`src/rtl/mux_arb_pkg.sv`:
```
// Shared constants, FSM state type and helpers for the 16-way round-robin arbiter.
package mux_arb_pkg;

    localparam int N_REQ = 16;
    localparam int SEL_W = 4;

    typedef enum logic {
        IDLE  = 1'b0,
        GRANT = 1'b1
    } state_e;

    function automatic logic [N_REQ-1:0] onehot16(input logic [SEL_W-1:0] sel);
        logic [N_REQ-1:0] vec;
        vec      = '0;
        vec[sel] = 1'b1;
        return vec;
    endfunction

endpackage

```
`src/rtl/rr_pick16.sv`:
```
// Combinational round-robin picker: first set request at or after 'start', wrapping 15 -> 0.
module rr_pick16
    import mux_arb_pkg::*;
(
    input  logic [N_REQ-1:0] req,
    input  logic [SEL_W-1:0] start,
    output logic             found,
    output logic [SEL_W-1:0] idx
);

    logic [N_REQ-1:0] rot;
    logic [SEL_W-1:0] off;

    // rot[k] is the request sitting k places after start, so bit 0 has top priority.
    generate
        for (genvar gi = 0; gi < N_REQ; gi++) begin : g_rot
            localparam logic [SEL_W-1:0] OFF = SEL_W'(gi);
            assign rot[gi] = req[start + OFF];
        end
    endgenerate

    always_comb begin
        off = '0;
        for (int i = N_REQ - 1; i >= 0; i--) begin
            if (rot[i]) begin
                off = SEL_W'(i);
            end
        end
    end

    assign found = |rot;
    assign idx   = start + off;

endmodule

```
`src/rtl/mux16_rr_arbiter.sv`:
```
// Round-robin owner selection for a shared 16:1 mux, with registered one-hot grant,
// select, valid qualifier and an optional bound on each owner's tenure.
module mux16_rr_arbiter
    import mux_arb_pkg::*;
#(
    parameter int MAX_HOLD = 8
) (
    input  logic             clk,
    input  logic             reset,
    input  logic [N_REQ-1:0] req,
    output logic [N_REQ-1:0] gnt,
    output logic [SEL_W-1:0] sel,
    output logic             valid,
    output logic [SEL_W-1:0] owner_cycles
);

    localparam bit               HOLD_EN   = (MAX_HOLD != 0);
    localparam logic [SEL_W-1:0] HOLD_LAST = SEL_W'(HOLD_EN ? MAX_HOLD - 1 : 0);
    localparam logic [SEL_W-1:0] CYC_SAT   = '1;

    state_e           state_q, state_d;
    logic [N_REQ-1:0] gnt_q, gnt_d;
    logic [SEL_W-1:0] sel_q, sel_d;
    logic             valid_q, valid_d;
    logic [SEL_W-1:0] owner_cycles_q, owner_cycles_d;
    logic [SEL_W-1:0] ptr_q, ptr_d;

    logic [SEL_W-1:0] next_after_owner;
    logic [SEL_W-1:0] pick_start;
    logic             pick_found;
    logic [SEL_W-1:0] pick_idx;
    logic             hold_hit;
    logic             release_now;

    assign next_after_owner = sel_q + SEL_W'(1);

    // Starting just past the owner makes the owner itself the last candidate.
    assign pick_start = (state_q == GRANT) ? next_after_owner : ptr_q;

    rr_pick16 u_pick (
        .req   (req),
        .start (pick_start),
        .found (pick_found),
        .idx   (pick_idx)
    );

    assign hold_hit    = HOLD_EN && (owner_cycles_q == HOLD_LAST);
    assign release_now = !req[sel_q] || hold_hit;

    always_comb begin
        state_d        = state_q;
        gnt_d          = gnt_q;
        sel_d          = sel_q;
        valid_d        = valid_q;
        owner_cycles_d = owner_cycles_q;
        ptr_d          = ptr_q;

        case (state_q)
            IDLE: begin
                if (pick_found) begin
                    state_d        = GRANT;
                    gnt_d          = onehot16(pick_idx);
                    sel_d          = pick_idx;
                    valid_d        = 1'b1;
                    owner_cycles_d = '0;
                end
            end
            GRANT: begin
                if (release_now) begin
                    ptr_d = next_after_owner;
                    if (pick_found) begin
                        gnt_d          = onehot16(pick_idx);
                        sel_d          = pick_idx;
                        owner_cycles_d = '0;
                    end else begin
                        // sel is left on the last owner so the mux output does not glitch.
                        state_d        = IDLE;
                        gnt_d          = '0;
                        valid_d        = 1'b0;
                        owner_cycles_d = '0;
                    end
                end else if (owner_cycles_q != CYC_SAT) begin
                    owner_cycles_d = owner_cycles_q + SEL_W'(1);
                end
            end
            default: begin
                state_d        = IDLE;
                gnt_d          = '0;
                valid_d        = 1'b0;
                owner_cycles_d = '0;
            end
        endcase
    end

    always_ff @(posedge clk) begin
        if (reset) begin
            state_q        <= IDLE;
            gnt_q          <= '0;
            sel_q          <= '0;
            valid_q        <= 1'b0;
            owner_cycles_q <= '0;
            ptr_q          <= '0;
        end else begin
            state_q        <= state_d;
            gnt_q          <= gnt_d;
            sel_q          <= sel_d;
            valid_q        <= valid_d;
            owner_cycles_q <= owner_cycles_d;
            ptr_q          <= ptr_d;
        end
    end

    assign gnt          = gnt_q;
    assign sel          = sel_q;
    assign valid        = valid_q;
    assign owner_cycles = owner_cycles_q;

endmodule

```
`config.mk`:
```
export PLATFORM = sky130hd
export DESIGN_NAME = mux16_rr_arbiter
export DESIGN_NICKNAME = d
export VERILOG_FILES = /design/src/rtl/mux_arb_pkg.sv /design/src/rtl/rr_pick16.sv /design/src/rtl/mux16_rr_arbiter.sv
export SDC_FILE = /design/constraint.sdc
export NUM_CORES = 1
export LEC_CHECK = 0
export CAP_MARGIN = 20
export CORE_MARGIN = 4
export CORE_UTILIZATION = 60
export CTS_BUF_LIST = sky130_fd_sc_hd__clkbuf_2 sky130_fd_sc_hd__clkbuf_4 sky130_fd_sc_hd__clkbuf_8
export DETAILED_ROUTE_END_ITERATION = 7
export PLACE_DENSITY = 0.9
export SKIP_LAST_GASP = 1
export SLEW_MARGIN = 20
export SYNTH_ARGS = -nofsm -noshare
export SYNTH_HDL_FRONTEND = slang
export SYNTH_SLANG_ARGS = --single-unit
```
`constraint.sdc`:
```
create_clock -name clk -period 8.25 [get_ports clk]
set_input_delay 1.2375 -clock clk [delete_from_list [all_inputs] [get_ports clk]]
set_output_delay 1.2375 -clock clk [all_outputs]
set_load 0.05 [all_outputs]
```
==> out/qor.yml <==
run_status:
  status: "complete, no violations"
layout:
  diodes: 0
  drive_above_1_share_pct: 13.5
  synthToLayoutAreaGrowth_pct: 16.5
  nFillCells: 344
  fin_nets: 374
  utilization_pct: 73.1
  regArea_um2: 601
  multiInputGateArea_mm2: 0.00225
clock_tree:
  hold_buffers: 0
  cts.sinks: 30
  clkLatencyLatePin_ns: 0.28
  cts_tree: "done"
  clockBufferDepth: 2
  numCtsBuffers: 5
  cts_resized: 0
  cts_root_buffer: "clkbuf_8"
  clk_pin_slew_ns: 0.06
  htree_levels: 2
  cts_setup_buffers: 0
route:
  detail-route-antenna-nets: 0
  via_per_inst: 6.59
  dr_total_vias: 2735
  drt_first_pass_iters: 4
  drtIter0Drc: 238
  post-route-drc-count: 0
  wl_mm: 7.47
  wl_per_cell_um: 18.0
die:
  core_mm2: 0.00479
  row_count: 25
  die-area_mm2: 0.00620
  die_x_um: 78.7
  die_y_um: 78.7
  start_util_pct: 62.7
  io-pin-count: 43
pwr:
  cellLeakagePower_uw: 0.00123
  power_density_mw_per_mm2: 449
  ir_drop_v: 0.000275
  p_total_uw: 1570
yosys:
  ys_seq_elements: 30
  ys.warnings.count: 0
  async_reset_ff_share_pct: 0
  synth_top_flop_cell: "dfxtp_1"
  ys_types: 59
  post_synth_instance_area_mm2: 0.00300
  synth_fp_nets: 343
  syn_area_per_cell_um2: 9.50
  syn_inst: 316
  ys_seq_area_share_pct: 20.0
  synth_edf_count: 0
timing:
  setup_ws_ns: 2.58
  fin_crit_sh_pct: 68.8
  hold_viol_final: 0
  tightest_slew_ns: 1.07
  timing.fmax_mhz: 176
  fin_crit_ns: 5.67
  fin_tns_setup_ns: 0
  final-setup-viol-count: 0
  fin_worst_skew_ns: 0.00208
  rsz0062_at_grt: "false"
  report.final.slew_viol_count: 0
  max-slew-margin-rel_pct: 28.6
worst_setup_path:
  r2r_setup_slack_ns: 2.58
  r2r_end: "gnt[7]$_SDFFE_PP0P_"
  arrival_ns: 5.86
  cp_data_required_time_ns: 8.43
  r2r_cells: 17
  cp-start-kind: "flop"
  critPathKind: "reg -> reg"
  cp-end-kind: "flop"
  startpoint: "sel[0]$_SDFFE_PP0P_"
  crit_end: "gnt[7]$_SDFFE_PP0P_"
  crit_fanout: 11
  r2r-start: "sel[0]$_SDFFE_PP0P_"
worst_hold_path:
  hp-class: "reg -> reg"
grt:
  gr-total-overflow: 0
  track_usage_pct: 25.3
  grt_max_degree: 31
  grt_pass1_vias: 2615
  grt_pass1_wl_mm: 12.7
  antenna_found_initial: 0
place:
  numPortBuffers: 42
  gp_congestion: 0.875
  place_ws_ns: 2.63
  place_hpwl_mm: 5.62
job:
  cap_viol_max_count: 0
cells in the final DEF, fill, tap and decap left out, types with 5 or more instances in the layout:
cell             instances
mux4_2                  21
o21ai_0                 10
dfxtp_1                 30
nand3b_1                16
a21oi_1                 17
nor3_1                   6
clkdlybuf4s50_1         42
o2111ai_1                5
clkbuf_8                 6
nand3_1                  8
nor2_1                  24
xnor2_1                 11
a211oi_1                 6
nand2_1                 15
mux2i_1                 34
ha_1                     8
a31oi_1                 10
inv_1                    6
or4_1                   16
routing by layer:
layer	wire (um)	GRT usage, %	vias to the layer above
met3	523	5.56	12
met4	98	6.82	0
met1	3290	34.5	1307
met5	0	0	-
li1	-	-	1300
met2	3550	40.7	116
how the worst min path moves through the flow:
| stage | start | end | slack (ns) | depth (start not counted) |
|---|---|---|---|---|
| floorplan | ptr_q[2]$_SDFFE_PP0P_ | ptr_q[2]$_SDFFE_PP0P_ | 0.48 | 2 |
| global placement | gnt[15]$_SDFFE_PP0P_ | gnt[15]$_SDFFE_PP0P_ | 0.47 | 2 |
| detailed placement | gnt[15]$_SDFFE_PP0P_ | gnt[15]$_SDFFE_PP0P_ | 0.47 | 2 |
| CTS | gnt[15]$_SDFFE_PP0P_ | gnt[15]$_SDFFE_PP0P_ | 0.48 | 2 |
| global route | gnt[14]$_SDFFE_PP0P_ | gnt[14]$_SDFFE_PP0P_ | 0.51 | 2 |
| finish | gnt[15]$_SDFFE_PP0P_ | gnt[15]$_SDFFE_PP0P_ | 0.48 | 2 |
cells by family (layout without fill, tap and decap cells):
family	count (synthesis)	after routing	share of synthesized area, %
compound gates	70	70	16.2
xor+xnor	15	15	5.50
fa+ha+maj	9	9	4.00
buf+inv	28	60	4.92
flops	30	30	20.0
mux	59	59	29.0
simple gates	105	105	20.4
area by class of cell:
type                       instances  area share (%)
clock inverter                     1           0.143
inverter                           9            1.04
multi-input combinational        258            64.4
sequential                        30            17.2
tap                               67            2.40
clock buffer                       7            2.58
timing repair buffer              43            12.2
worst max-delay path, stage by stage, from the launching register on:
cell	delay [ns]
dfxtp_1	0.57
ha_1	0.36
mux2i_4	0.38
inv_2	0.21
ha_1	0.30
xnor2_4	0.28
mux4_2	0.54
mux2i_1	0.38
nor2_1	0.11
nor4b_1	0.16
o21ai_0	0.22
ha_1	0.21
inv_1	0.05
fa_1	0.42
xnor2_1	0.63
nand2_1	0.14
or4_1	0.44
a31oi_1	0.18
sequential cells by signal (all words and copies together) (netlist names):
signal / flops
ptr_q: 4
valid: 1
gnt: 16
owner_cycles: 4
state_q: 1
sel: 4
power by group:
group / switching (uW) / internal (uW)
combinational: 746 / 477
sequential: 36.1 / 187
clock: 53.2 / 70.4
Yosys cell counts, drive strengths merged, types with 5 or more instances:
master,number,area [um^2]
nand2,16,67.6
clkbuf,10,37.5
inv,8,32.5
mux2i,35,363
nand3,8,40.0
xnor2,14,156
o21ai,10,50.1
nor2,24,90.1
or4,18,143
buf,9,73.8
a211oi,6,45.0
ha,8,100
dfxtp,30,601
a31oi,10,62.6
o2111ai,5,43.8
a21oi,18,93.8
mux4,21,473
nor3,6,30.0
nand3b,16,120
metrics by stage:
step / hold WS [ns] / instances / area [um^2]
final: 0.485 / 415 / 3500
after global routing: 0.514 / 415 / 3500
after CTS: 0.483 / 414 / 3490
after detailed placement: 0.472 / 406 / 3400
after global placement: 0.472 / 406 / 3400
after floorplan: 0.478 / 316 / 3000
No activity file was read; power rests on OpenSTA's default activity.
